File: config.mk
export PLATFORM = sky130hd
export DESIGN_NAME = gg_cheat_engine
export DESIGN_NICKNAME = d
export VERILOG_FILES = /design/src/rtl/gg_cheat_engine.sv
export SDC_FILE = /design/constraint.sdc
export NUM_CORES = 2
export LEC_CHECK = 0
export ABC_AREA = 1
export BUFFER_PORTS_ARGS = -buffer_cell sky130_fd_sc_hd__buf_4
export CAP_MARGIN = 20
export CELL_PAD_IN_SITES_DETAIL_PLACEMENT = 1
export CELL_PAD_IN_SITES_GLOBAL_PLACEMENT = 1
export CORE_AREA = 3 3 332 334
export CTS_BUF_LIST = sky130_fd_sc_hd__clkbuf_2
export DETAILED_ROUTE_END_ITERATION = 12
export DIE_AREA = 0 0 335 337
export PLACE_DENSITY_LB_ADDON = 0.1
export SETUP_SLACK_MARGIN = 0.3
export SLEW_MARGIN = 40
export SYNTH_ARGS = -nofsm -noshare
export SYNTH_HDL_FRONTEND = slang
export SYNTH_SLANG_ARGS = --single-unit
export TNS_END_PERCENT = 50
File: constraint.sdc
create_clock -name clk_sys -period 9.1 [get_ports clk_sys]
set_input_delay 0.455 -clock clk_sys [delete_from_list [all_inputs] [get_ports clk_sys]]
set_output_delay 0.455 -clock clk_sys [all_outputs]
set_load 0.005 [all_outputs]
File: src/rtl/gg_cheat_engine.sv
// Game Genie cheat table: inserts strobed codes into a slot table and patches
// ROM read data on an address (and optional compare byte) match.
module gg_cheat_engine #(
  parameter int MAX_CODES = 32,
  parameter int ADDR_W    = 16
) (
  input  logic                             clk_sys,
  input  logic                             reset,
  input  logic                             enable,
  input  logic [128:0]                     code,
  input  logic [ADDR_W-1:0]                addr_in,
  input  logic [7:0]                       data_in,
  output logic [7:0]                       data_out,
  output logic                             genie_ovr,
  output logic                             available,
  output logic                             busy,
  output logic                             dropped,
  output logic [$clog2(MAX_CODES+1)-1:0]   code_count
);

  localparam int CW = $clog2(MAX_CODES + 1);
  localparam int IW = (MAX_CODES > 1) ? $clog2(MAX_CODES) : 1;

  typedef enum logic [1:0] {
    ST_IDLE  = 2'd0,
    ST_SCAN  = 2'd1,
    ST_WRITE = 2'd2
  } state_t;

  state_t              state_r;
  logic [IW-1:0]       idx_r;
  logic [IW-1:0]       target_r;
  logic                new_slot_r;
  logic [CW-1:0]       code_count_r;
  logic                busy_r;
  logic                available_r;
  logic                dropped_r;
  logic [7:0]          data_out_r;
  logic                genie_ovr_r;

  logic [ADDR_W-1:0]   hold_addr_r;
  logic                hold_cmp_en_r;
  logic [7:0]          hold_cmp_r;
  logic [7:0]          hold_repl_r;

  logic                slot_valid_r  [MAX_CODES];
  logic                slot_cmp_en_r [MAX_CODES];
  logic [ADDR_W-1:0]   slot_addr_r   [MAX_CODES];
  logic [7:0]          slot_cmp_r    [MAX_CODES];
  logic [7:0]          slot_repl_r   [MAX_CODES];

  logic [MAX_CODES-1:0] slot_hit_s;
  logic                 hit_s;
  logic [7:0]           hit_repl_s;
  logic                 unused_s;

  assign unused_s = ^{code[127:97], code[95:64], code[63:40], code[31:8]};

  // Insertion FSM, slot table writes and status registers.
  always_ff @(posedge clk_sys) begin
    if (reset) begin
      state_r       <= ST_IDLE;
      idx_r         <= '0;
      target_r      <= '0;
      new_slot_r    <= 1'b0;
      code_count_r  <= '0;
      busy_r        <= 1'b0;
      available_r   <= 1'b0;
      dropped_r     <= 1'b0;
      hold_addr_r   <= '0;
      hold_cmp_en_r <= 1'b0;
      hold_cmp_r    <= 8'h00;
      hold_repl_r   <= 8'h00;
      for (int i = 0; i < MAX_CODES; i++) begin
        slot_valid_r[i]  <= 1'b0;
        slot_cmp_en_r[i] <= 1'b0;
        slot_addr_r[i]   <= '0;
        slot_cmp_r[i]    <= 8'h00;
        slot_repl_r[i]   <= 8'h00;
      end
    end else begin
      case (state_r)
        ST_IDLE: begin
          if (code[128]) begin
            hold_addr_r   <= code[64 +: ADDR_W];
            hold_cmp_en_r <= code[96];
            hold_cmp_r    <= code[39:32];
            hold_repl_r   <= code[7:0];
            idx_r         <= '0;
            state_r       <= ST_SCAN;
            busy_r        <= 1'b1;
          end
        end
        ST_SCAN: begin
          if (code[128]) begin
            dropped_r <= 1'b1;
          end
          if (slot_valid_r[idx_r] && (slot_addr_r[idx_r] == hold_addr_r)) begin
            target_r   <= idx_r;
            new_slot_r <= 1'b0;
            state_r    <= ST_WRITE;
          end else if (idx_r == IW'(MAX_CODES - 1)) begin
            if (code_count_r < CW'(MAX_CODES)) begin
              target_r   <= IW'(code_count_r);
              new_slot_r <= 1'b1;
              state_r    <= ST_WRITE;
            end else begin
              dropped_r <= 1'b1;
              state_r   <= ST_IDLE;
              busy_r    <= 1'b0;
            end
          end else begin
            idx_r <= idx_r + IW'(1);
          end
        end
        ST_WRITE: begin
          if (code[128]) begin
            dropped_r <= 1'b1;
          end
          slot_valid_r[target_r]  <= 1'b1;
          slot_cmp_en_r[target_r] <= hold_cmp_en_r;
          slot_addr_r[target_r]   <= hold_addr_r;
          slot_cmp_r[target_r]    <= hold_cmp_r;
          slot_repl_r[target_r]   <= hold_repl_r;
          code_count_r            <= code_count_r + (new_slot_r ? CW'(1) : CW'(0));
          available_r             <= 1'b1;
          state_r                 <= ST_IDLE;
          busy_r                  <= 1'b0;
        end
        default: begin
          state_r <= ST_IDLE;
          busy_r  <= 1'b0;
        end
      endcase
    end
  end

  // Parallel slot compare; the descending sweep leaves the lowest hitting slot's byte.
  always_comb begin
    slot_hit_s = '0;
    hit_repl_s = 8'h00;
    for (int i = 0; i < MAX_CODES; i++) begin
      slot_hit_s[i] = slot_valid_r[i] && (slot_addr_r[i] == addr_in) &&
                      (!slot_cmp_en_r[i] || (data_in == slot_cmp_r[i]));
    end
    for (int i = MAX_CODES - 1; i >= 0; i--) begin
      hit_repl_s = slot_hit_s[i] ? slot_repl_r[i] : hit_repl_s;
    end
    hit_s = |slot_hit_s;
  end

  // Registered patched data path.
  always_ff @(posedge clk_sys) begin
    if (reset) begin
      data_out_r  <= 8'h00;
      genie_ovr_r <= 1'b0;
    end else if (enable && hit_s) begin
      data_out_r  <= hit_repl_s;
      genie_ovr_r <= 1'b1;
    end else begin
      data_out_r  <= data_in;
      genie_ovr_r <= 1'b0;
    end
  end

  assign data_out   = data_out_r;
  assign genie_ovr  = genie_ovr_r;
  assign available  = available_r;
  assign busy       = busy_r;
  assign dropped    = dropped_r;
  assign code_count = code_count_r;

endmodule

-- Word-level counts from Yosys, hierarchy flattened
Memories as Yosys holds them, arrays and structs flattened. A register that Yosys moved wholly into a read port is not among the register bits.
Cells that the tools add are included.
W data, S select, Z words.
- add/subtract/negate cells: 2
- multipliers: 0
- divide/modulo/power cells: 0
- $lt $le $gt $ge: 1
- eq/ne operators: 74
- shift-type cells: 0
- mux-type cells: 84
- bitwise logic cells: 0
- reductions and logical operators: 146
- operator list (kind ; number):
    $eq A16 B16 Y1 ; 33
    $mux W8 ; 35
    $eq A8 B8 Y1 ; 32
    $mux W5 ; 15
    $logic_and A1 B1 Y1 ; 66
    $logic_not A1 Y1 ; 32
    $logic_or A1 B1 Y1 ; 32
    $reduce_or A32 Y1 ; 1
    $mux W1 ; 25
    $mux W16 ; 1
    $reduce_or A16 Y1 ; 1
    $reduce_or A8 Y1 ; 2
    $ne A2 B2 Y1 const B ; 5
    $pmux W5 S2 ; 1
    $mux W2 ; 4
    $reduce_and A4 Y1 ; 2
    $reduce_bool A2 Y1 ; 4
    $add A6 B1 Y6 ; 1
    $lt A6 B6 Y1 const B ; 1
    $add A5 B1 Y5 const B ; 1
    $eq A5 B5 Y1 const B ; 1
    $pmux W1 S2 ; 2
    $pmux W2 S2 ; 1
    $reduce_and A2 Y1 ; 2
    6 further kinds ; 7
- register bits: 64
- bits in latches: 0
- bits in writable memories: 1088
- ROM bits: 0
- input bits: 156
- output and inout bits: 18
- logic and storage cells: 326
- memories: 5
- memory list (name ; depth ; width ; read ports ; clocked after Yosys merged registers in ; write ports ; RTL line ; source):
    slot_addr_r ; 32 ; 16 ; 33 ; 1 ; 32 ; 48 ; logic [ADDR_W-1:0] slot_addr_r [MAX_CODES];
    slot_cmp_r ; 32 ; 8 ; 32 ; 0 ; 32 ; 49 ; logic [7:0] slot_cmp_r [MAX_CODES];
    slot_repl_r ; 32 ; 8 ; 32 ; 0 ; 32 ; 50 ; logic [7:0] slot_repl_r [MAX_CODES];
    slot_cmp_en_r ; 32 ; 1 ; 32 ; 0 ; 32 ; 47 ; logic slot_cmp_en_r [MAX_CODES];
    slot_valid_r ; 32 ; 1 ; 33 ; 1 ; 32 ; 46 ; logic slot_valid_r [MAX_CODES];

-- Longest topological paths before layout
- word-level depth: 36
- gate-level depth with buffers: 44
- depth with buffers taken out: 43

-- Least setup slack after synthesis
Ideal clock, no wire load.
- path kind: input to register
- start: input addr_in[1]
- end: register data_out_r[6] (netlist: data_out[6])
- setup time: 132 ps
- arrival: 3066 ps
- required time: 8968 ps
- path slack: 5902 ps
- cell stages on the path: 18
- buffers on the path: 6
- cells stage by stage: buf_4 -> inv_4 -> buf_6 -> buf_6 -> buf_6 -> buf_2 -> o21ai_1 -> a221oi_1 -> nand3_1 -> nor3_1 -> nand2_2 -> nand2_1 -> or4_1 -> o41ai_4 -> buf_4 -> nor2_1 -> nand2_1 -> a21oi_2
- longest elaborated chain between the ends: 36
- elaborated cells between the ends (all ways): 131
- those cells by class: eq/ne: 32; mux: 33; reduce/logical: 66
- RTL lines (element ; RTL line ; source):
    start, declared ; 11 ; input logic [ADDR_W-1:0] addr_in,
    $eq A16 B16 Y1 ; 143 ; slot_hit_s[i] = slot_valid_r[i] && (slot_addr_r[i] == addr_in) &&
    $logic_and A1 B1 Y1 (2 in series) ; 143 ;
    $mux W8 (32 in series) ; 147 ; hit_repl_s = slot_hit_s[i] ? slot_repl_r[i] : hit_repl_s;
    $mux W8 (*) ; 157 ; end else if (enable && hit_s) begin
    end signal, assigned ; 158 ; data_out_r <= hit_repl_s;
    end signal, assigned ; 161 ; data_out_r <= data_in;
    end, declared ; 38 ; logic [7:0] data_out_r;
Every way passes the cells marked *; elsewhere a longest branch is shown, timed or not.
A chain may end at the register's enable or synchronous reset.

==> results.cfg <==
[status]
status = finished, final reports clean

[layout]
area_growth_pct = 9.11
fin_area_sq_mm = 0.0642
drive_above_1_share_pct = 13.3
finalNetCount = 6702

[critical_path]
rrSetupSlack_ps = 3390
cp.required_ps = 10580
critPathCaptureType = flop
startpoint_type = flop
r2r_end = target_r[3]
path_class = reg2reg
path_max_fanout = 120
worstPathArrival_ps = 7190
reg2regPathDepth = 19

[power]
p_int_w = 0.00790
p_comb_share_pct = 16.5
p_seq_share_pct = 51.7
power.clock.fraction_pct = 31.7
peakVddDrop_mv = 0.137
pwr_density_cell_mw_per_mm2 = 185
p_sw_share_pct = 33.5
p_switching_w = 0.00397
leakage_nw = 24.4
total_power_w = 0.0119

[sta]
setup_violations = 0
fmax_mhz = 175
tns_ps = 0
post-route-min-period_ps = 5710
slew_violations = 0
tightestPinTransition_ps = 1110
hold_violations = 0
fin_skew_ps = 162
maxSlewHeadroom_pct = 26.0
whs_ps = 192
fin_crit_sh_pct = 62.8
setup_ws_ps = 3390
rsz0062_at_grt = no

[floorplan]
ios = 174
fp.coreArea_sq_mm = 0.107
initial_core_util_pct = 54.9
fp.dieH_um = 337
rows = 120
dieArea_sq_mm = 0.113
dieWidth_um = 335

[route]
vias = 53000
drc_errors = 0
wl_per_cell_um = 29.3
vias_per_cell = 6.48
ant_nets = 0
routed_wl_um = 240000
drt_iter0_drc = 7202
dr.pass1.iters = 6

[job]
cap_viol_max_count = 0

[grt]
antenna_found_initial = 17
grt_max_degree = 121
grt_pass1_wl_um = 346000
globalRouteTotalUtil_pct = 41.8
grt_pass1_vias = 54200
overflow = 0

[clock_network]
worstSkewPairLatency_ps = 1670
cts_buffers = 319
clock-sinks = 1157
cts_tree = done
hold_buffers = 117
cts_max_path_buffers = 4
htree_levels = 5
cts_setup_buffers = 0
clockRootBuffer = clkbuf_2
cts_resized = 0
cts.clk_slew.worst_paths_ps = 100

[worst_hold_path]
hold_end = data_out[4]
hp-class = in2reg
worstHoldStart = addr_in[12]
hold_depth = 11

[yosys]
syn_area_sq_mm = 0.0588
avgSynthCellArea_sq_um = 9.27
synth_flop_cell = edfxtp_1
synth-seq-cells = 1157
ys_warn_count = 0
yosysTopAreaCell = edfxtp_1
async_reset_ff_share_pct = 0
yosys.cell_types.count = 63
syn_nets = 6509
synthTopCellsByArea = edfxtp_1 (54%), nor2_1 (9.4%), nand2_1 (5.9%)
synth_cells = 6346
synth-edff-count = 1056
seq_area_frac_synth_pct = 57.3
netlist.area_leader.share_pct = 53.9

[placed_design]
place_congestion = 0.988
dp_hpwl_um = 148000
port_buffers = 78
place_area_sq_mm = 0.0602
place_ws_ps = 3180
[power by group through the flow]
stage | Combinational (W) | Clock, W | Sequential (W)
CTS | 0.00184 | 0.00373 | 0.00612
floorplan | 0.00106 | 0 | 0.00618
global route | 0.00201 | 0.00406 | 0.00615
global placement | 0.00174 | 0 | 0.00623
detailed placement | 0.00178 | 0 | 0.00625
finish | 0.00196 | 0.00377 | 0.00614
[area by class of cell]
cell class                      count  area, sq um
Antenna cell                       17         42.5
Clock buffer                      500         2500
Clock inverter                     43          188
Fill cell                       12500        43000
Inverter                          422         1610
Multi-Input combinational cell   4296        21400
Sequential cell                  1157        33700
Tap cell                         1403         1760
Timing Repair Buffer              343         2910
[logic make-up (layout without fill, tap and decap cells)]
group | after synthesis | count (layout) | share of synthesized area [%]
and+or+nand+nor | 2808 | 2808 | 19.3
xor gates and xnor gates | 322 | 322 | 4.79
DFF | 1157 | 1157 | 57.3
buffers and inverters | 893 | 1308 | 6.39
other | 0 | 17 | 0
adders and majority gates | 7 | 7 | 0.149
AOI/OAI and AO/OA | 1158 | 1158 | 12.0
muxes | 1 | 1 | 0.0191
[layer usage]
layer  vias to the layer above  wire length, um  share of wire, %  GRT usage [%]
met4                         8            14600               6.1           24.4
li1                      22100                -                 -              -
met2                      3680           107000                45           64.5
met3                       876            30900                13           12.3
met1                     26300            86800                36           52.7
met5                         -               51             0.021              0
[registers in the layout (all words and copies together) (netlist names), 16 cells and up, named ones only]
name,count
hold_addr_r,16
slot_addr_r,512
slot_cmp_en_r,32
slot_cmp_r,256
slot_repl_r,256
slot_valid_r,32
[cell usage in the layout, fill, tap and decap left out, types with 5 or more instances in the layout]
cell type         n
or2_2            54
a22o_1           21
nor4_1           25
o2111ai_1        15
nand2_2          17
nand3_1         200
o41ai_1          18
o221ai_1         64
ha_1              7
nor2_1         1467
diode_2          17
o22ai_1         119
o211ai_1         76
clkinv_1         46
inv_2            45
nand4_1          36
inv_4             5
or4_1            11
xnor2_1         206
dlygate4sd3_1   116
xor2_1          116
o21ai_1          25
clkbuf_2        500
a31oi_1          14
a211oi_1         26
nor4_2            5
nor3_1           35
buf_4           223
o21ai_0         493
a221oi_1         43
edfxtp_1       1056
dfxtp_1          97
a32o_1            6
nand2_1         925
inv_1           363
a21oi_1         210
nor3_2           10
[metrics by stage]
stage | cells | utilization (%)
floorplan | 6346 | -
global placement | 7502 | 56.1
detailed placement | 7503 | 56.2
CTS | 8163 | 59.8
global route | 8170 | 59.9
finish | 8181 | 59.9
[synth_stat cells (all sizes together), types with 6 or more instances]
| master | number |
|---|---|
| buf | 147 |
| nand2 | 942 |
| o22ai | 119 |
| nand3 | 203 |
| a221oi | 47 |
| or2 | 60 |
| dfxtp | 101 |
| o211ai | 76 |
| edfxtp | 1056 |
| xnor2 | 206 |
| clkbuf | 324 |
| clkinv | 11 |
| ha | 7 |
| xor2 | 116 |
| or4 | 12 |
| nor2 | 1471 |
| o21ai | 518 |
| a31oi | 14 |
| o2111ai | 15 |
| nand4 | 36 |
| nor3 | 46 |
| a211oi | 27 |
| o221ai | 64 |
| a21oi | 213 |
| inv | 411 |
| a22o | 21 |
| nor4 | 31 |
| o41ai | 22 |
| a32o | 6 |
[how the worst max path moves through the flow]
| stage | start | end | slack, ps | cells after the start |
|---|---|---|---|---|
| after global placement | addr_in[9] | data_out[0] | 3370 | 37 |
| after detailed placement | addr_in[9] | data_out[3] | 3180 | 37 |
| after global routing | flop | target_r[3] | 3170 | 19 |
| after floorplan | addr_in[1] | data_out[6] | 5900 | 18 |
| after CTS | flop | target_r[3] | 3860 | 18 |
| final | flop | target_r[3] | 3390 | 19 |
[critical path, cell delays in order, from the launching register on]
cell and delay [ps]:
dfxtp_4 470, inv_8 510, buf_4 680, a21oi_1 210, o21ai_0 190, o21ai_0 260
nor2_1 170, nor2_1 50, o21ai_0 300, a32oi_1 210, xor2_1 230, nor4_1 420
nand4_1 240, buf_4 290, nor2_1 200, a21oi_1 80, inv_1 130, nand2_1 250
a211oi_1 430, a211oi_1 90
(Power assumes the default switching activity.)
